--- src/rtl/alu_pkg.sv ---
// Shared definitions for the ALU command front-end: control encodings, frame
// nibble indices, flag bit positions and the sequencer state enum.
package alu_pkg;

  localparam int unsigned ALU_W  = 8;
  localparam int unsigned NIB_W  = 4;
  localparam int unsigned CTRL_W = 3;
  localparam int unsigned SAMT_W = 4;
  localparam int unsigned FLAG_W = 4;
  localparam int unsigned IDX_W  = 3;

  typedef enum logic [CTRL_W-1:0] {
    ALU_ADD  = 3'b000,
    ALU_SUB  = 3'b001,
    ALU_AND  = 3'b010,
    ALU_OR   = 3'b011,
    ALU_SHL  = 3'b100,
    ALU_SHLS = 3'b101,
    ALU_SHR  = 3'b110,
    ALU_SHRS = 3'b111
  } alu_ctrl_e;

  // Position within the full six-nibble frame; chained frames skip A_LO/A_HI.
  localparam logic [IDX_W-1:0] IDX_OP   = 3'd0;
  localparam logic [IDX_W-1:0] IDX_SAMT = 3'd1;
  localparam logic [IDX_W-1:0] IDX_A_LO = 3'd2;
  localparam logic [IDX_W-1:0] IDX_A_HI = 3'd3;
  localparam logic [IDX_W-1:0] IDX_B_LO = 3'd4;
  localparam logic [IDX_W-1:0] IDX_B_HI = 3'd5;

  localparam int unsigned OP_CHAIN_BIT = 3;

  localparam int unsigned FLAG_C = 0;
  localparam int unsigned FLAG_Z = 1;
  localparam int unsigned FLAG_N = 2;
  localparam int unsigned FLAG_V = 3;

  typedef enum logic [1:0] {
    ST_COLLECT = 2'd0,
    ST_EXEC    = 2'd1,
    ST_RESP    = 2'd2
  } seq_state_e;

  function automatic logic [FLAG_W-1:0] pack_flags(
    input logic v, input logic n, input logic z, input logic c);
    logic [FLAG_W-1:0] f;
    f         = '0;
    f[FLAG_V] = v;
    f[FLAG_N] = n;
    f[FLAG_Z] = z;
    f[FLAG_C] = c;
    return f;
  endfunction

endpackage

--- src/rtl/alu_frame_timeout.sv ---
// Idle-cycle watchdog for a partially received frame; raises a one-cycle abort
// pulse once TIMEOUT consecutive idle cycles have elapsed mid-frame.
module alu_frame_timeout #(
  parameter int unsigned TIMEOUT = 255
) (
  input  logic clk,
  input  logic rst,
  input  logic active,
  input  logic in_valid,
  input  logic accept,
  output logic frame_err,
  output logic abort_next_c
);

  localparam bit          ENABLE = (TIMEOUT != 0);
  localparam int unsigned CNT_W  = (TIMEOUT < 2) ? 1 : $clog2(TIMEOUT);
  localparam logic [CNT_W-1:0] LAST = ENABLE ? CNT_W'(TIMEOUT - 1) : '0;

  logic [CNT_W-1:0] count;

  // The cycle that would make the idle count reach TIMEOUT becomes the abort.
  assign abort_next_c = ENABLE && active && !in_valid && (count == LAST);

  always_ff @(posedge clk) begin
    if (rst) begin
      count     <= '0;
      frame_err <= 1'b0;
    end else if (frame_err || !active || accept) begin
      count     <= '0;
      frame_err <= 1'b0;
    end else if (abort_next_c) begin
      count     <= '0;
      frame_err <= 1'b1;
    end else if (ENABLE && !in_valid) begin
      count     <= count + CNT_W'(1);
    end
  end

endmodule

--- src/rtl/alu_cmd_sequencer.sv ---
// Nibble-stream command front-end for the 8-bit ALU: assembles a frame, drives
// registered operands, captures the result one cycle later and returns it.
module alu_cmd_sequencer
  import alu_pkg::*;
#(
  parameter int unsigned TIMEOUT = 255,
  parameter int unsigned DATA_W  = 8
) (
  input  logic              clk,
  input  logic              rst,
  input  logic              in_valid,
  output logic              in_ready,
  input  logic [NIB_W-1:0]  in_nibble,
  output logic [DATA_W-1:0] alu_a,
  output logic [DATA_W-1:0] alu_b,
  output logic [SAMT_W-1:0] alu_s_amt,
  output logic [CTRL_W-1:0] alu_ctrl,
  input  logic [DATA_W-1:0] alu_result,
  input  logic              alu_zero,
  input  logic              alu_negative,
  input  logic              alu_carry,
  input  logic              alu_overflow,
  output logic              out_valid,
  input  logic              out_ready,
  output logic [DATA_W-1:0] out_result,
  output logic [FLAG_W-1:0] out_flags,
  output logic              frame_err,
  output logic              busy
);

  seq_state_e        state;
  logic [IDX_W-1:0]  idx;
  logic [NIB_W-1:0]  op_reg;
  logic [SAMT_W-1:0] samt_reg;
  logic [DATA_W-1:0] a_reg;
  logic [NIB_W-1:0]  b_lo_reg;
  logic [DATA_W-1:0] chain_reg;
  logic              accept;
  logic              wd_active;
  logic              abort_next_c;

  assign accept    = in_valid && in_ready;
  assign wd_active = (state == ST_COLLECT) && (idx != IDX_OP) && !frame_err;

  alu_frame_timeout #(
    .TIMEOUT (TIMEOUT)
  ) u_timeout (
    .clk          (clk),
    .rst          (rst),
    .active       (wd_active),
    .in_valid     (in_valid),
    .accept       (accept),
    .frame_err    (frame_err),
    .abort_next_c (abort_next_c)
  );

  always_ff @(posedge clk) begin
    if (rst) begin
      state      <= ST_COLLECT;
      idx        <= IDX_OP;
      in_ready   <= 1'b1;
      op_reg     <= '0;
      samt_reg   <= '0;
      a_reg      <= '0;
      b_lo_reg   <= '0;
      chain_reg  <= '0;
      alu_a      <= '0;
      alu_b      <= '0;
      alu_s_amt  <= '0;
      alu_ctrl   <= '0;
      out_valid  <= 1'b0;
      out_result <= '0;
      out_flags  <= '0;
      busy       <= 1'b0;
    end else begin
      case (state)
        ST_COLLECT: begin
          if (frame_err) begin
            // Abort cycle: drop the partial frame, keep the chain register.
            idx      <= IDX_OP;
            in_ready <= 1'b1;
          end else begin
            in_ready <= !abort_next_c;
            if (accept) begin
              case (idx)
                IDX_OP: begin
                  op_reg <= in_nibble;
                  idx    <= IDX_SAMT;
                end
                IDX_SAMT: begin
                  samt_reg <= in_nibble;
                  idx      <= op_reg[OP_CHAIN_BIT] ? IDX_B_LO : IDX_A_LO;
                end
                IDX_A_LO: begin
                  a_reg[NIB_W-1:0] <= in_nibble;
                  idx              <= IDX_A_HI;
                end
                IDX_A_HI: begin
                  a_reg[NIB_W +: NIB_W] <= in_nibble;
                  idx                   <= IDX_B_LO;
                end
                IDX_B_LO: begin
                  b_lo_reg <= in_nibble;
                  idx      <= IDX_B_HI;
                end
                default: begin
                  alu_a     <= op_reg[OP_CHAIN_BIT] ? chain_reg : a_reg;
                  alu_b     <= {in_nibble, b_lo_reg};
                  alu_s_amt <= samt_reg;
                  alu_ctrl  <= op_reg[CTRL_W-1:0];
                  idx       <= IDX_OP;
                  in_ready  <= 1'b0;
                  busy      <= 1'b1;
                  state     <= ST_EXEC;
                end
              endcase
            end
          end
        end
        ST_EXEC: begin
          out_result <= alu_result;
          out_flags  <= pack_flags(alu_overflow, alu_negative, alu_zero, alu_carry);
          chain_reg  <= alu_result;
          out_valid  <= 1'b1;
          state      <= ST_RESP;
        end
        ST_RESP: begin
          if (out_ready) begin
            out_valid <= 1'b0;
            in_ready  <= 1'b1;
            busy      <= 1'b0;
            idx       <= IDX_OP;
            state     <= ST_COLLECT;
          end
        end
        default: begin
          state <= ST_COLLECT;
        end
      endcase
    end
  end

endmodule
--- config.mk ---
export PLATFORM = sky130hd
export DESIGN_NAME = alu_cmd_sequencer
export DESIGN_NICKNAME = d
export VERILOG_FILES = /design/src/rtl/alu_pkg.sv /design/src/rtl/alu_frame_timeout.sv /design/src/rtl/alu_cmd_sequencer.sv
export SDC_FILE = /design/constraint.sdc
export NUM_CORES = 1
export LEC_CHECK = 0
export BUFFER_PORTS_ARGS = -buffer_cell sky130_fd_sc_hd__buf_2
export CAP_MARGIN = 20
export CORE_MARGIN = 4
export CORE_UTILIZATION = 54
export DETAILED_ROUTE_END_ITERATION = 16
export HOLD_SLACK_MARGIN = 0.15
export PLACE_DENSITY = 0.86
export SETUP_SLACK_MARGIN = 0.4
export SYNTH_ARGS = -nofsm -noshare
export SYNTH_HDL_FRONTEND = slang
export SYNTH_SLANG_ARGS = --single-unit
--- constraint.sdc ---
create_clock -name clk -period 1.99 [get_ports clk]
set_input_delay 0.4975 -clock clk [delete_from_list [all_inputs] [get_ports clk]]
set_output_delay 0.4975 -clock clk [all_outputs]
set_load 0.02 [all_outputs]
==> impl_metrics.json, run 1 <==
{
  "core_area_sq_um": 5240,
  "ys_warn_count": 0,
  "clock-sinks": 72,
  "grt_setup_unrepaired": "yes",
  "cts_buffer_depth": 2,
  "dr.pass1.iters": 4,
  "gp_congestion": 0.781,
  "skew_ps": 7.56,
  "die_area_sq_um": 6830,
  "fillCellCount": 391,
  "required_ps": 2230,
  "finalSetupViolations": 0,
  "arrival_ps": 1870,
  "drive_gt1_frac": 0.329,
  "ios": 59,
  "layout_min_cycle_time_ps": 1640,
  "hold_class": "in -> reg",
  "post_synth_instance_area_sq_um": 3010,
  "start_kind": "flop",
  "crit_chain": "or3_4 -> or4b_1 -> a221o_1",
  "slew_headroom": 0.603,
  "period_share": 0.824,
  "multi_input_area_sq_um": 1470,
  "clock.fmax_mhz": 610,
  "register_area_sq_um": 1450,
  "clkLatencyLatePin_ps": 350,
  "yosysTopAreaCell": "dfxtp_1",
  "antennaDiodeCount": 0,
  "synth.area.top_cells": "dfxtp_1 (48%), mux2i_1 (9.3%), a31o_2 (4.4%)",
  "finalPower_w": 0.00286,
  "synth-async-reset-ratio": 0,
  "wl_per_cell_um": 16.2,
  "ant_nets": 0,
  "viasPerCell": 5.81,
  "rows": 26,
  "post-place-cells": 436,
  "dp_hpwl_mm": 4.83,
  "grt_start_max_net_pins": 26,
  "synth-seq-cells": 72,
  "cap_viol_max_count": 0,
  "drc": 0,
  "grt-ovfl-total": 0,
  "cp-end-kind": "flop",
  "synth.yosys.seq_area_share": 0.479,
  "portBuffers": 58,
  "die_w_um": 82.7,
  "syn-num-nets": 337,
  "antenna_found_initial": 0,
  "clkTransAtPathRegs_ps": 80,
  "cp_slowest_cell": "or4b_1",
  "numCtsBuffers": 9,
  "synth_edf_count": 0,
  "finalHoldViolCount": 0,
  "wl_mm": 7.37,
  "die_h_um": 82.7,
  "powerDensity_nw_per_um2": 774,
  "area_growth_pct": 22.6,
  "synthCells": 315,
  "synth_ff_type": "dfxtp_1",
  "fin_cells": 456,
  "finalSetupTns_ps": 0,
  "cts_tree": "built",
  "first_global_vias": 2589,
  "start_util": 0.575,
  "path_max_fanout": 2,
  "grt_pass1_wl_mm": 11.8,
  "tightest_slew_ps": 592,
  "crit_type": "reg -> reg",
  "clockRootBuffer": "clkbuf_8",
  "drt-initial-drc-count": 135,
  "maxSlewViolCount": 0,
  "htree_levels": 3,
  "syn_avg_cell_area_sq_um": 9.55,
  "slowest_delay_ps": 510,
  "grtUsageTotal": 0.228,
  "outcome": "finished, final reports clean",
  "ys_types": 42,
  "vias": 2648,
  "synth_top_area_frac": 0.479,
  "p_leak_nw": 1.53,
  "nNetsFinal": 403,
  "vdd.ir_drop.worst_v": 0.000603
}
-- kinds of logic (layout without fill, tap and decap cells) --
| logic type | after synthesis | in the layout | synth area share |
|---|---|---|---|
| AND/OR/NAND/NOR | 109 | 109 | 0.199 |
| flip-flops | 72 | 72 | 0.479 |
| AO/OA/AOI/OAI | 70 | 70 | 0.165 |
| buffers and inverters | 30 | 101 | 0.0437 |
| multiplexers | 28 | 28 | 0.0931 |
| XOR/XNOR | 4 | 4 | 0.0116 |
| adder cells (fa/ha/maj) | 2 | 2 | 0.00831 |
-- timing repair --
item,CTS,global route
hold buffers,0,0
hold endpoints to repair,0,0
endpoints found under the setup margin,4,33
pin swaps,3,1
buffers inserted,3,0
resized for setup,5,9
gates cloned,0,1
-- layout make-up --
type	count	area share
clock buffers	10	0.0373
clock inverters	6	0.0187
inverters	5	0.00509
multi-input cells	213	0.397
flip-flops and latches	72	0.393
well taps	70	0.0237
repair buffers	80	0.125
-- routing by layer --
metal	track usage	part of all wire	up-vias	routed length [um]
met4	0.139	0.031	0	226
met5	0	0	-	0
met1	0.270	0.42	1254	3120
li1	-	-	1290	-
met2	0.379	0.50	80	3700
met3	0.0445	0.044	24	325
-- worst max-delay path, delay by kind of cell, from the launching register on --
family,cells,cell delay (ps)
and+or+nand+nor,2,890
DFF,1,340
AOI/OAI and AO/OA,1,290
-- cell usage after synthesis, types with 5 or more instances --
master    instances
nor2_1            5
nand3_1           5
nand2_1          35
nor4_1           15
or3_1             5
a21oi_1          17
a31o_2           15
a31oi_1           8
nand2b_1         17
inv_1             5
clkbuf_1         19
dfxtp_1          72
o21ai_0           5
mux2i_1          28
a211oi_1         13
nor3_1            6
-- path summary, 6_finish.rpt --
path / from / endpoint / slack [ps] / depth (start not counted)
setup / recovery: u_timeout.frame_err$_SDFFE_PP0P_ / in_ready$_SDFFE_PP1P_ / 350 / 3
hold / removal: alu_result[0] / chain_reg[0]$_SDFFE_PP0P_ / 380 / 3
setup reg to reg: u_timeout.frame_err$_SDFFE_PP0P_ / in_ready$_SDFFE_PP1P_ / 350 / 3
hold reg to reg: out_flags[0]$_SDFFE_PP0P_ / out_flags[0]$_SDFFE_PP0P_ / 450 / 2
-- cell usage in the layout, fill, tap and decap left out, types with 10 or more instances in the layout --
| cell type | n |
|---|---|
| a211oi_1 | 13 |
| nand2_1 | 35 |
| dfxtp_1 | 68 |
| clkbuf_8 | 10 |
| a31o_2 | 15 |
| nor4_1 | 15 |
| buf_2 | 58 |
| mux2i_1 | 28 |
| a21oi_1 | 17 |
| nand2b_1 | 17 |
| buf_4 | 20 |
-- metrics by stage --
step                utilization  area [sq um]  hold WS (ps)  setup slack, ps
finish                    0.704          3690           377              351
global route              0.704          3690           370              291
CTS                       0.698          3650           369              388
detailed placement        0.651          3410           446              204
global placement          0.651          3410           440              216
floorplan                     -          3010           438              223
-- power by group --
part | internal, W | switching, W
clock network | 0.000617 | 0.000567
logic | 0.0000813 | 0.000109
registers | 0.00146 | 0.0000238
No activity file was read; power rests on OpenSTA's default activity.
==> run 2: changes to the inputs <==
ABC_AREA = 1   (was unset)
CORE_UTILIZATION = 49   (was 54)
PLACE_DENSITY = 0.83   (was 0.86)
clock period = 1.39 ns   (was 1.99 ns; I/O delays follow)
==> run 2 against run 1 <==
  * Clock power up 44%
  * Cell area grew 22%
  * Via count increased by 20%
  * Die area increased by 6.6%
  * Worst hold slack worse by 180 ps
  * Global-route usage fell by 0.28 points
  * Area after synthesis is 2.7% lower
  * Cell count rose by 25%
  * Largest power group unchanged
  * Largest cell class unchanged
  * Critical endpoint is now a_reg[1]$_SDFFE_PP0P_
==> impl_metrics.json, run 2 <==
{
  "antenna_found_initial": 0,
  "numCtsBuffers": 9,
  "rrSetupSlack_ps": 2,
  "syn_avg_cell_area_sq_um": 7.38,
  "slowest_delay_ps": 360,
  "core_area_sq_um": 5640,
  "die_w_um": 85.3,
  "use_met1": 0.257,
  "arrival_ps": 1640,
  "crit_type": "reg -> reg",
  "clock-sinks": 72,
  "slew_headroom": 0.743,
  "whs_ps": 194,
  "clkLatencyLatePin_ps": 370,
  "drc": 0,
  "hold_end": "out_flags[2]$_SDFFE_PP0P_",
  "finalSetupViolations": 0,
  "grt_use_met2": 0.398,
  "yosysTopAreaCell": "dfxtp_1",
  "wl_mm": 9.94,
  "htree_levels": 3,
  "powerDensity_nw_per_um2": 1060,
  "portBuffers": 58,
  "synthTopCellsByCount": "nor2_1 (114), dfxtp_1 (72), o21ai_0 (68), nand2_1 (47), inv_1 (32)",
  "worst_slack_ps": 2.08,
  "cts_buffer_depth": 2,
  "vdd.ir_drop.worst_v": 0.000766,
  "p_leak_nw": 1.96,
  "grt.busiest_layer": "met2",
  "grt_pass1_wl_mm": 13.1,
  "synthCells": 397,
  "die_area_sq_um": 7280,
  "grt_setup_unrepaired": "yes",
  "clockRootBuffer": "clkbuf_8",
  "wl_per_cell_um": 17.5,
  "ys_warn_count": 0,
  "final_common_cell": "nor2_1",
  "nNetsFinal": 514,
  "crit_chain": "nor2_4 -> nand2_4 -> nor2_4 -> buf_4 -> nand2_4 -> o21ai_1 -> a21oi_1",
  "drive_gt1_frac": 0.497,
  "first_global_vias": 2865,
  "hold_buffers": 0,
  "area_growth_pct": 53.6,
  "rows": 27,
  "worstReg2RegStart": "state[0]$_SDFFE_PP0P_",
  "skew_ps": 10.8,
  "grt_start_max_net_pins": 59,
  "start_util": 0.519,
  "ant_nets": 0,
  "tightest_slew_ps": 382,
  "maxSlewViolCount": 0,
  "cp_slowest_cell": "dfxtp_4",
  "r2r-end": "a_reg[1]$_SDFFE_PP0P_",
  "synth_edf_count": 0,
  "final_cell_mix": "nor2_1 (102), buf_6 (44), dfxtp_2 (43)",
  "post_synth_instance_area_sq_um": 2930,
  "drt-initial-drc-count": 283,
  "place_ws_ps": 34.7,
  "dr.pass1.iters": 5,
  "reg2reg_depth": 7,
  "hold_class": "in -> reg",
  "clkTransAtPathRegs_ps": 80,
  "clock.fmax_mhz": 721,
  "cp-end-kind": "flop",
  "path_max_fanout": 8,
  "cts_tree": "built",
  "yosysMostFrequentCell": "nor2_1",
  "die_h_um": 85.3,
  "synth_ff_type": "dfxtp_1",
  "ios": 59,
  "period_share": 0.999,
  "hp-start": "alu_negative",
  "gp_congestion": 0.770,
  "cap_viol_max_count": 0,
  "ys_types": 28,
  "synth-async-reset-ratio": 0,
  "synth.area.top_cells": "dfxtp_1 (49%), nor2_1 (15%), o21ai_0 (12%)",
  "finalPower_w": 0.00478,
  "min_path_cells": 3,
  "synth-seq-cells": 72,
  "finalHoldViolCount": 0,
  "outcome": "finished, final reports clean",
  "start_kind": "flop",
  "dp_hpwl_mm": 4.43,
  "synth.yosys.seq_area_share": 0.492,
  "layout_min_cycle_time_ps": 1390,
  "required_ps": 1650,
  "synth_top_area_frac": 0.492,
  "fillCellCount": 295,
  "vias": 3165,
  "viasPerCell": 5.56,
  "grt_use_met3": 0.0612,
  "antennaDiodeCount": 0,
  "grtUsageTotal": 0.225,
  "syn-num-nets": 419,
  "grt-ovfl-total": 0
}
-- run 2: cell count changes in the layout (fill, tap and decap cells not counted), moves of 17 or more --
cell / previous run / this run
nand2b_1: 17 / 0
buf_2: 58 / 19
o21ai_2: 0 / 29
dfxtp_1: 68 / 24
nor2_1: 5 / 102
dfxtp_2: 3 / 43
inv_1: 5 / 23
mux2i_1: 28 / 0
buf_6: 2 / 44
-- run 2: worst max-delay path, delay by kind of cell (launching register included) --
family	cells	cell delay (ps)
AOI/OAI and AO/OA	2	240
buffers and inverters	1	160
DFF	1	360
and+or+nand+nor	4	510
-- run 2: worst max-delay path by stage --
stage / startpoint / end / slack [ps]
final: state[0]$_SDFFE_PP0P_ / a_reg[1]$_SDFFE_PP0P_ / 2
after CTS: state[0]$_SDFFE_PP0P_ / a_reg[5]$_SDFFE_PP0P_ / 140
after global placement: in_valid / u_timeout.count[7]$_SDFFE_PP0N_ / 70
after floorplan: u_timeout.count[0]$_SDFFE_PP0N_ / in_ready$_SDFFE_PP1P_ / 260
after detailed placement: in_valid / u_timeout.count[7]$_SDFFE_PP0N_ / 30
after global routing: u_timeout.count[0]$_SDFFE_PP0N_ / in_ready$_SDFFE_PP1P_ / -80
-- run 2: power breakdown --
part | internal (W) | total (W) | switching, W | leakage, nW
clock | 0.000858 | 0.00170 | 0.000846 | 0.102
combinational | 0.000335 | 0.000850 | 0.000515 | 1.26
sequential | 0.00216 | 0.00223 | 0.0000717 | 0.608
total | 0.00335 | 0.00478 | 0.00143 | 1.96
-- run 2: routing by layer --
metal | routed length [um] | up-vias
met1 | 3770 | 1498
li1 | - | 1452
met5 | 0 | -
met3 | 675 | 38
met2 | 5130 | 177
met4 | 362 | 0
-- run 2: metrics by stage --
step	TNS, ps	util	cells	area [sq um]
finish	0	0.797	569	4500
floorplan	0	-	397	3010
CTS	0	0.736	561	4150
global placement	0	0.598	522	3380
detailed placement	0	0.598	522	3380
global route	-190	0.797	569	4500
-- run 2: layout make-up --
| cell class | count | area (sq um) | share of cell area |
|---|---|---|---|
| timing repair buffer | 95 | 901 | 0.200 |
| clock inverter | 3 | 20.0 | 0.00445 |
| multi-input combinational | 274 | 1590 | 0.354 |
| timing repair inverter | 2 | 32.5 | 0.00723 |
| clock buffer | 13 | 180 | 0.0401 |
| tap | 72 | 90.1 | 0.0200 |
| inverter | 38 | 170 | 0.0378 |
| sequential | 72 | 1510 | 0.337 |
-- run 2: what timing repair did --
item,4_1_cts,5_1_grt
buffers inserted,21,6
setup endpoints to repair,111,111
pin swaps,11,26
resized for setup,145,80
gates cloned,2,2
-- run 2: kinds of logic after synthesis --
kind of cell / Yosys count / synth area share
flip-flops: 72 / 0.492
XOR/XNOR: 5 / 0.0150
AO/OA/AOI/OAI: 88 / 0.151
AND/OR/NAND/NOR: 178 / 0.251
buffers and inverters: 52 / 0.0824
adder cells (fa/ha/maj): 2 / 0.00854
